`src/rtl/fractal_pixel_scheduler.sv`:
```
// fractal_pixel_scheduler: deals raster pixel jobs round-robin to N_ENG
// iteration engines and re-serialises their results in raster order.
// Ports: out_stream_aclk / periph_reset  clock, synchronous active-high reset
//        start, busy, frame_done         frame control and status
//        eng_req_*                       job dispatch (one-hot valid, shared x/y)
//        eng_res_*                       result collection (one-hot ready)
//        pix_*                           raster result stream with sof/eol
module fractal_pixel_scheduler #(
   parameter int N_ENG  = 4,
   parameter int X_SIZE = 1920,
   parameter int Y_SIZE = 1080
) (
   input  logic               out_stream_aclk,
   input  logic               periph_reset,
   input  logic               start,
   output logic               busy,
   output logic               frame_done,
   output logic [N_ENG-1:0]   eng_req_valid,
   input  logic [N_ENG-1:0]   eng_req_ready,
   output logic [15:0]        eng_req_x,
   output logic [15:0]        eng_req_y,
   input  logic [N_ENG-1:0]   eng_res_valid,
   output logic [N_ENG-1:0]   eng_res_ready,
   input  logic [8*N_ENG-1:0] eng_res_iter,
   output logic               pix_valid,
   input  logic               pix_ready,
   output logic [7:0]         pix_iter,
   output logic               pix_sof,
   output logic               pix_eol
);

   localparam int PW = (N_ENG > 1) ? $clog2(N_ENG) : 1;
   localparam logic [PW-1:0] PTR_LAST = PW'(N_ENG - 1);
   localparam logic [15:0] X_LAST = 16'(X_SIZE - 1);
   localparam logic [15:0] Y_LAST = 16'(Y_SIZE - 1);

   typedef enum logic [1:0] {IDLE, RUN, DRAIN, DONE} state_t;

   state_t state;

   logic [N_ENG-1:0] inflight;
   logic [PW-1:0]    dsp_ptr;
   logic [PW-1:0]    ret_ptr;
   logic [15:0]      dsp_x;
   logic [15:0]      dsp_y;
   logic [15:0]      ret_x;
   logic [15:0]      ret_y;
   logic             pix_last;

   logic [N_ENG-1:0] dsp_onehot;
   logic [N_ENG-1:0] ret_onehot;
   logic [7:0]       res_sel;
   logic             dsp_free;
   logic             ret_busy;
   logic             out_free;
   logic             active;
   logic             req_fire;
   logic             res_fire;
   logic             pix_fire;

   function automatic logic [PW-1:0] ptr_next(input logic [PW-1:0] p);
      return (p == PTR_LAST) ? '0 : p + 1'b1;
   endfunction

   always_comb begin
      dsp_onehot = '0;
      ret_onehot = '0;
      res_sel    = '0;
      for (int k = 0; k < N_ENG; k++) begin
         if (dsp_ptr == PW'(k)) begin
            dsp_onehot[k] = 1'b1;
         end
         if (ret_ptr == PW'(k)) begin
            ret_onehot[k] = 1'b1;
            res_sel       = eng_res_iter[8*k +: 8];
         end
      end
   end

   assign dsp_free = ~|(inflight & dsp_onehot);
   assign ret_busy = |(inflight & ret_onehot);
   assign out_free = ~pix_valid | pix_ready;
   assign active   = (state == RUN) || (state == DRAIN);

   // Gating with reset keeps every handshake dead while reset is held,
   // so no job or result can slip through the reset cycle.
   assign eng_req_valid = (state == RUN && !periph_reset && dsp_free)
                          ? dsp_onehot : '0;
   assign eng_res_ready = (active && !periph_reset && ret_busy && out_free)
                          ? ret_onehot : '0;

   assign eng_req_x = dsp_x;
   assign eng_req_y = dsp_y;

   assign req_fire = |(eng_req_valid & eng_req_ready);
   assign res_fire = |(eng_res_ready & eng_res_valid);
   assign pix_fire = pix_valid & pix_ready;

   always_ff @(posedge out_stream_aclk) begin
      if (periph_reset) begin
         state      <= IDLE;
         busy       <= 1'b0;
         frame_done <= 1'b0;
         inflight   <= '0;
         dsp_ptr    <= '0;
         ret_ptr    <= '0;
         dsp_x      <= '0;
         dsp_y      <= '0;
         ret_x      <= '0;
         ret_y      <= '0;
         pix_valid  <= 1'b0;
         pix_iter   <= '0;
         pix_sof    <= 1'b0;
         pix_eol    <= 1'b0;
         pix_last   <= 1'b0;
      end else begin
         frame_done <= 1'b0;
         unique case (state)
            IDLE: begin
               if (start) begin
                  state   <= RUN;
                  busy    <= 1'b1;
                  dsp_ptr <= '0;
                  ret_ptr <= '0;
                  dsp_x   <= '0;
                  dsp_y   <= '0;
                  ret_x   <= '0;
                  ret_y   <= '0;
               end
            end
            RUN: begin
               if (req_fire && dsp_x == X_LAST && dsp_y == Y_LAST) begin
                  state <= DRAIN;
               end
            end
            DRAIN: begin
               if (pix_fire && pix_last) begin
                  state      <= DONE;
                  busy       <= 1'b0;
                  frame_done <= 1'b1;
               end
            end
            DONE: begin
               state <= IDLE;
            end
            default: begin
               state <= IDLE;
            end
         endcase

         // An engine cannot be dispatched and retired in the same cycle:
         // dispatch needs its inflight bit clear, retire needs it set.
         inflight <= (inflight | (req_fire ? dsp_onehot : '0))
                     & ~(res_fire ? ret_onehot : '0);

         if (req_fire) begin
            dsp_ptr <= ptr_next(dsp_ptr);
            if (dsp_x == X_LAST) begin
               dsp_x <= '0;
               dsp_y <= (dsp_y == Y_LAST) ? '0 : dsp_y + 16'd1;
            end else begin
               dsp_x <= dsp_x + 16'd1;
            end
         end

         if (res_fire) begin
            pix_valid <= 1'b1;
            pix_iter  <= res_sel;
            pix_sof   <= (ret_x == '0) && (ret_y == '0);
            pix_eol   <= (ret_x == X_LAST);
            pix_last  <= (ret_x == X_LAST) && (ret_y == Y_LAST);
            ret_ptr   <= ptr_next(ret_ptr);
            if (ret_x == X_LAST) begin
               ret_x <= '0;
               ret_y <= (ret_y == Y_LAST) ? '0 : ret_y + 16'd1;
            end else begin
               ret_x <= ret_x + 16'd1;
            end
         end else if (pix_fire) begin
            pix_valid <= 1'b0;
            pix_sof   <= 1'b0;
            pix_eol   <= 1'b0;
            pix_last  <= 1'b0;
         end
      end
   end

endmodule

```
`config.mk`:
```
export PLATFORM = sky130hd
export DESIGN_NAME = fractal_pixel_scheduler
export DESIGN_NICKNAME = d
export VERILOG_FILES = /design/src/rtl/fractal_pixel_scheduler.sv
export SDC_FILE = /design/constraint.sdc
export NUM_CORES = 1
export LEC_CHECK = 0
export BUFFER_PORTS_ARGS = -buffer_cell sky130_fd_sc_hd__buf_2
export CORE_AREA = 2 2 132 134
export DETAILED_ROUTE_END_ITERATION = 10
export DIE_AREA = 0 0 134 136
export GPL_TIMING_DRIVEN = 0
export REMOVE_ABC_BUFFERS = 1
export SLEW_MARGIN = 10
export SYNTH_ARGS = -nofsm -noshare
export SYNTH_HDL_FRONTEND = slang
export SYNTH_SLANG_ARGS = --single-unit
```
`constraint.sdc`:
```
create_clock -name out_stream_aclk -period 2.9 [get_ports out_stream_aclk]
set_clock_uncertainty 0.1 [all_clocks]
set_input_delay 0.58 -clock out_stream_aclk [delete_from_list [all_inputs] [get_ports out_stream_aclk]]
set_output_delay 0.58 -clock out_stream_aclk [all_outputs]
set_load 0.005 [all_outputs]
```
==> metrics.csv, run 1 <==
metric;value;unit
global-route wire length before repair;22100;um
synth unique cells;53;
most numerous cell in the Yosys netlist;dfxtp_1;
DR vias;5031;
Worst Max-Slew Pin Slew;684;ps
Final Hold Viols;0;
drt first pass iters;5;
IO Port Bufs;96;
pre-CTS setup slack;-1190;ps
Power Density;465;mW/mm^2
# nets final;802;
warnings from Yosys;0;
CTS buffer count;9;
WS Path Type;register to output port;
clock share of power;0.384;
CTS Sinks;88;
I/O pins;97;
RSZ-0062 raised after global routing;false;
clock tree buffer depth;2;
pin count of the biggest net entering global routing;57;
HPWL after DPL;9580;um
layout cell share with drive strength beyond 1;0.193;
Rows;48;
Net Switching;815;uW
Max Freq;361;MHz
Design Power;2810;uW
mapped cell area;0.00496;sq mm
Yosys reg bits;88;
internal power;1990;uW
Comb power frac;0.170;
Worst Path Required;2220;ps
synthesis-to-layout area growth;21.6;%
CTS Root Buffer Type;clkbuf_16;
async set-reset flop share out of synthesis;0;
post-route clock period utilization;0.955;
Initial Util;0.294;
Final ANT Viol Nets;0;
Worst-Skew Late Latency;350;ps
Die ar.;0.0182;sq mm
Cells after Synth;659;
Peak VDD IR;0.267;mV
final wirelength;13900;um
H-Tree Depth;3;
Critical Path Max Stage Delay;380;ps
CP Capture Type;output port;
gr usage total;0.149;
top cell type's share of synthesized area;0.355;
critical path launch point type;register;
gr ovfl total;0;
register share of total power;0.446;
CTS tree;done;
Inserted Diodes;0;
Post-synth EDFFs;0;
WL/cell;14.3;um
Critical Path AT;2090;ps
Lkg Pwr;0.00221;uW
# Max-Cap Violations;0;
synth top area cells;dfxtp_1 36%, nor2_1 6.4%, nand2_1 6.2%;
Top FF cell, synth;dfxtp_1;
outcome;complete, no violations;
routability cong.;0.772;
Remaining DRCs;0;
Die W;134;um
Max FO, Critical Path;20;
Net Sw Frac;0.290;
Max Slew Vio Count;0;
Final WS setup;130;ps
Max-slew headroom;0.540;
HP Class;register to register;
final setup vio count;0;
initial DRC count;393;
leading area contributor after synthesis;dfxtp_1;
Clock Pin Slew Worst Setup and Hold Paths;60;ps
synthesized area per cell;7.53;sq um
worst-path cell chain;inv_1, ha_4, a22oi_1, a2111oi_4, buf_4, and2_1, buf_2;
Die Y;136;um
Placeable Area;0.0169;sq mm
Post-synth top cells;88 x dfxtp_1, 84 x nor2_1, 82 x nand2_1;
Hold-fix buffers, CTS;0;
Tmin final;2770;ps
post-synthesis sequential area ratio;0.355;
vias per cell;5.18;
vias in the first global route;4454;
initial antenna violation count;0;
crit path max-delay cell type;dfxtp_1;
power groups by stage:
stage	logic, uW	clock network, uW	registers, uW
2_1_floorplan	296	0	1280
3_3_place_gp	461	0	1280
3_5_place_dp	467	0	1280
4_1_cts	476	1110	1250
5_1_grt	544	1150	1260
6_report	477	1080	1250
cell families (layout without fill, tap and decap cells):
group / count (synthesis) / in the layout / share of synthesized area
AO/OA/AOI/OAI: 180 / 180 / 0.230
XOR/XNOR: 8 / 8 / 0.0141
adder cells (fa/ha/maj): 17 / 17 / 0.0429
buffers and inverters: 48 / 135 / 0.0398
flip-flops: 88 / 88 / 0.355
multiplexers: 1 / 1 / 0.00202
AND/OR/NAND/NOR: 317 / 317 / 0.316
worst max-delay path: cells and delay by family, from the launching register on:
family / cells / cell delay (ps)
adder cells (fa/ha/maj): 1 / 280
AND/OR/NAND/NOR: 1 / 130
AO/OA/AOI/OAI: 2 / 460
flip-flops: 1 / 380
buffers and inverters: 3 / 490
repair_timing:
item                       in CTS  in global routing
gates resized for setup        14                  9
setup buffers                   5                  2
cloned                          0                  0
setup endpoints to repair      57                 34
pin swaps                       3                  1
sequential cells by signal, indices dropped and copies added (netlist names), 2 cells and up:
name and cells:
ret_y 16, inflight 4, pix_iter 8, ret_x 16, dsp_ptr 2, state 2
eng_req_y 16, eng_req_x 16, ret_ptr 2
cell type report:
cell class	count	area, sq um
clock buffers	12	246
clock inverters	4	20.0
inverters	15	56.3
multi-input cells	523	3100
well taps	225	282
repair buffers	104	563
flip-flops and latches	88	1760
fillers	1806	10800
layout by cell type, fill, tap and decap left out, types with 13 or more instances in the layout:
master	synthesis	routed
dfxtp_1	88	88
ha_1	17	13
a311oi_1	17	17
buf_2	5	95
nor2_1	84	81
nand2_1	82	81
nand3b_1	13	13
inv_1	15	14
nand4_1	18	18
a22oi_1	17	17
o21ai_0	39	39
and2_1	14	13
nor3_1	22	20
nand3_1	38	37
a21oi_1	60	59
metal layers:
metal	up-vias	track usage	share of wire
met5	-	0	0
met4	0	0.0650	0.021
met3	19	0.0254	0.041
met2	103	0.240	0.45
met1	2320	0.198	0.49
li1	2589	-	-
worst paths after layout:
| path | from | endpoint | slack, ps | cells after the start |
|---|---|---|---|---|
| setup / recovery | ret_ptr[1]$_SDFFE_PP0P_ | eng_res_ready[0] | 130 | 7 |
| hold / removal | pix_last$_SDFFE_PP0P_ | pix_last$_SDFFE_PP0P_ | 380 | 2 |
| setup reg to reg | ret_ptr[1]$_SDFFE_PP0P_ | ret_x[10]$_SDFFE_PP0P_ | 210 | 9 |
| hold reg to reg | pix_last$_SDFFE_PP0P_ | pix_last$_SDFFE_PP0P_ | 380 | 2 |
metrics by stage:
step	util	instance area, sq um	cells	setup TNS (ps)	hold slack [ps]
after floorplan	-	4820	626	-1550	338
after global placement	0.331	5580	947	-66330	353
after detailed placement	0.333	5610	948	-39400	361
after CTS	0.354	5970	969	0	371
after global routing	0.357	6030	971	0	377
final	0.357	6030	971	0	375
(Power assumes the default switching activity.)
==> run 2: changes to the inputs <==
--- a/config.mk
+++ b/config.mk
@@ -9,7 +9,6 @@
 export CORE_AREA = 2 2 132 134
 export DETAILED_ROUTE_END_ITERATION = 10
 export DIE_AREA = 0 0 134 136
-export GPL_TIMING_DRIVEN = 0
 export REMOVE_ABC_BUFFERS = 1
 export SLEW_MARGIN = 10
 export SYNTH_ARGS = -nofsm -noshare
==> constraint.sdc (replaced) <==
create_clock -name out_stream_aclk -period 3.39 [get_ports out_stream_aclk]
set_clock_uncertainty 0.1 [all_clocks]
set_input_delay 0.678 -clock out_stream_aclk [delete_from_list [all_inputs] [get_ports out_stream_aclk]]
set_output_delay 0.678 -clock out_stream_aclk [all_outputs]
set_load 0.005 [all_outputs]
==> run 2 against run 1 <==
Register-to-register slack improved by 410 ps. Core utilization fell by 0.32 points. Sequential share of layout area rose by 0.26 points. Final area fell by 0.89%. Critical path type is now register to register.
==> metrics.csv, run 2 (synthesis gave the netlist of run 1 again) <==
metric;value;unit;change
clock tree buffer depth;2;;unchanged
Critical Path Max Stage Delay;610;ps;+230 ps
Max Slew Vio Count;0;;unchanged
Die W;134;um;unchanged
Max FO, Critical Path;10;;-50%
outcome;complete, no violations;;
Max Freq;360;MHz;
layout cell share with drive strength beyond 1;0.179;;-0.0141
WHS;384;ps;+8.82 ps
Top delay family on crit path;compound AO/OA/AOI/OAI gates;;
Initial Util;0.294;;unchanged
Worst Path Required;3560;ps;+1340 ps
routability cong.;0.805;;+4.3%
Power Density;412;mW/mm^2;-11%
Post-CTS Setup Bufs;0;;-5
Inserted Diodes;0;;unchanged
Hold-fix buffers, CTS;0;;unchanged
crit path max-delay cell type;nor3_1;;
# Max-Cap Violations;0;;unchanged
gr ovfl total;0;;unchanged
post-cts resize count;0;;-14
Peak VDD IR;0.307;mV;+15%
Critical Path AT;2950;ps;+860 ps
gr usage total;0.154;;+0.00416
WL/cell;14.0;um;-1.7%
critical path launch point type;register;;
drt first pass iters;5;;unchanged
initial antenna violation count;0;;unchanged
HP Class;register to register;;
Tmin final;2770;ps;
# fillers;1777;;-1.6%
CTS Sinks;88;;unchanged
Worst Max-Slew Pin Slew;826;ps;+143 ps
IO Port Bufs;96;;unchanged
CP Capture Type;register;;
final wirelength;13700;um;-1.4%
I/O pins;97;;unchanged
Final Hold Viols;0;;unchanged
Worst-Skew Late Latency;350;ps;about the same
Rows;48;;unchanged
setup_tns;0;ps;unchanged
worst-path cell chain;ha_1, a22oi_1, a2111oi_4, nand2_1, nor3_1, o21ai_0, a21oi_1;;
Lkg Pwr;0.00223;uW;+1.2%
post-route clock period utilization;0.818;;
H-Tree Depth;3;;unchanged
CTS buffer count;9;;unchanged
final setup vio count;0;;unchanged
Final ANT Viol Nets;0;;unchanged
synthesis-to-layout area growth;20.5;%;
commonest non-fill, non-tap cell in the layout;buf_2;;
Max-slew headroom;0.449;;-0.0910
CTS tree;done;;
DR vias;5019;;-0.24%
Buf/Inv on CP;0;;-3
initial DRC count;417;;+6.1%
pin count of the biggest net entering global routing;77;;+35%
CTS Root Buffer Type;clkbuf_16;;
Die ar.;0.0182;sq mm;unchanged
vias in the first global route;4583;;+2.9%
Placeable Area;0.0169;sq mm;unchanged
Die Y;136;um;unchanged
Remaining DRCs;0;;unchanged
HPWL after DPL;9740;um;+1.7%
RSZ-0062 raised after global routing;false;;
WS Path Type;register to register;;
global-route wire length before repair;22700;um;+2.8%
# nets final;809;;+0.87%
most frequent cells in the layout;96 x buf_2, 88 x dfxtp_1, 84 x nor2_1;;
Clock Pin Slew Worst Setup and Hold Paths;60;ps;about the same
vias per cell;5.15;;-0.55%
[run 2: cell count changes in the layout (fill, tap and decap cells not counted), sizes merged]
cell / before / now
buf: 104 / 111
bufinv: 0 / 1
clkbuf: 12 / 11
clkinv: 4 / 0
[run 2: final cells by class]
class	instances	area [sq um]	share of cell area
clock inverter	1	30.0	0.00502
clock buffer	11	253	0.0423
timing repair buffer	111	593	0.0992
inverter	15	56.3	0.00942
sequential	88	1760	0.295
tap	225	282	0.0471
multi-input combinational	523	3000	0.502
[run 2: final timing paths]
kind                           startpoint                      to  slack (ps)  cells past startpoint
hold / removal     ret_x[15]$_SDFFE_PP0P_  ret_x[15]$_SDFFE_PP0P_         380                      1
hold reg to reg    ret_x[15]$_SDFFE_PP0P_  ret_x[15]$_SDFFE_PP0P_         380                      1
setup / recovery  ret_ptr[0]$_SDFFE_PP0P_    ret_y[12]$_SDFF_PP0_         620                      7
setup reg to reg  ret_ptr[0]$_SDFFE_PP0P_    ret_y[12]$_SDFF_PP0_         620                      7
[run 2: where the power goes]
| group | leakage, uW | switching [uW] | internal, uW |
|---|---|---|---|
| sequential | 0.000709 | 16.8 | 1060 |
| combinational | 0.00138 | 268 | 136 |
| clock | 0.000139 | 394 | 595 |
| total | 0.00223 | 679 | 1790 |
[run 2: layer usage]
layer / share of wire / routed length, um / track usage / up-vias
li1: - / - / - / 2585
met1: 0.49 / 6630 / 0.201 / 2294
met2: 0.45 / 6100 / 0.247 / 122
met3: 0.048 / 649 / 0.0287 / 18
met4: 0.020 / 280 / 0.0668 / 0
met5: 0 / 0 / 0 / -
[run 2: through the flow]
step           total power, uW  cells  utilization  area [sq um]  setup WS [ps]
3_5_place_dp              1500    962        0.337          5700            478
4_1_cts                   2500    974        0.354          5980            587
5_1_grt                   2590    974        0.354          5980            290
2_1_floorplan             1350    626            -          4820            319
3_3_place_gp              1500    962        0.337          5700            579
6_report                  2470    974        0.354          5980            616
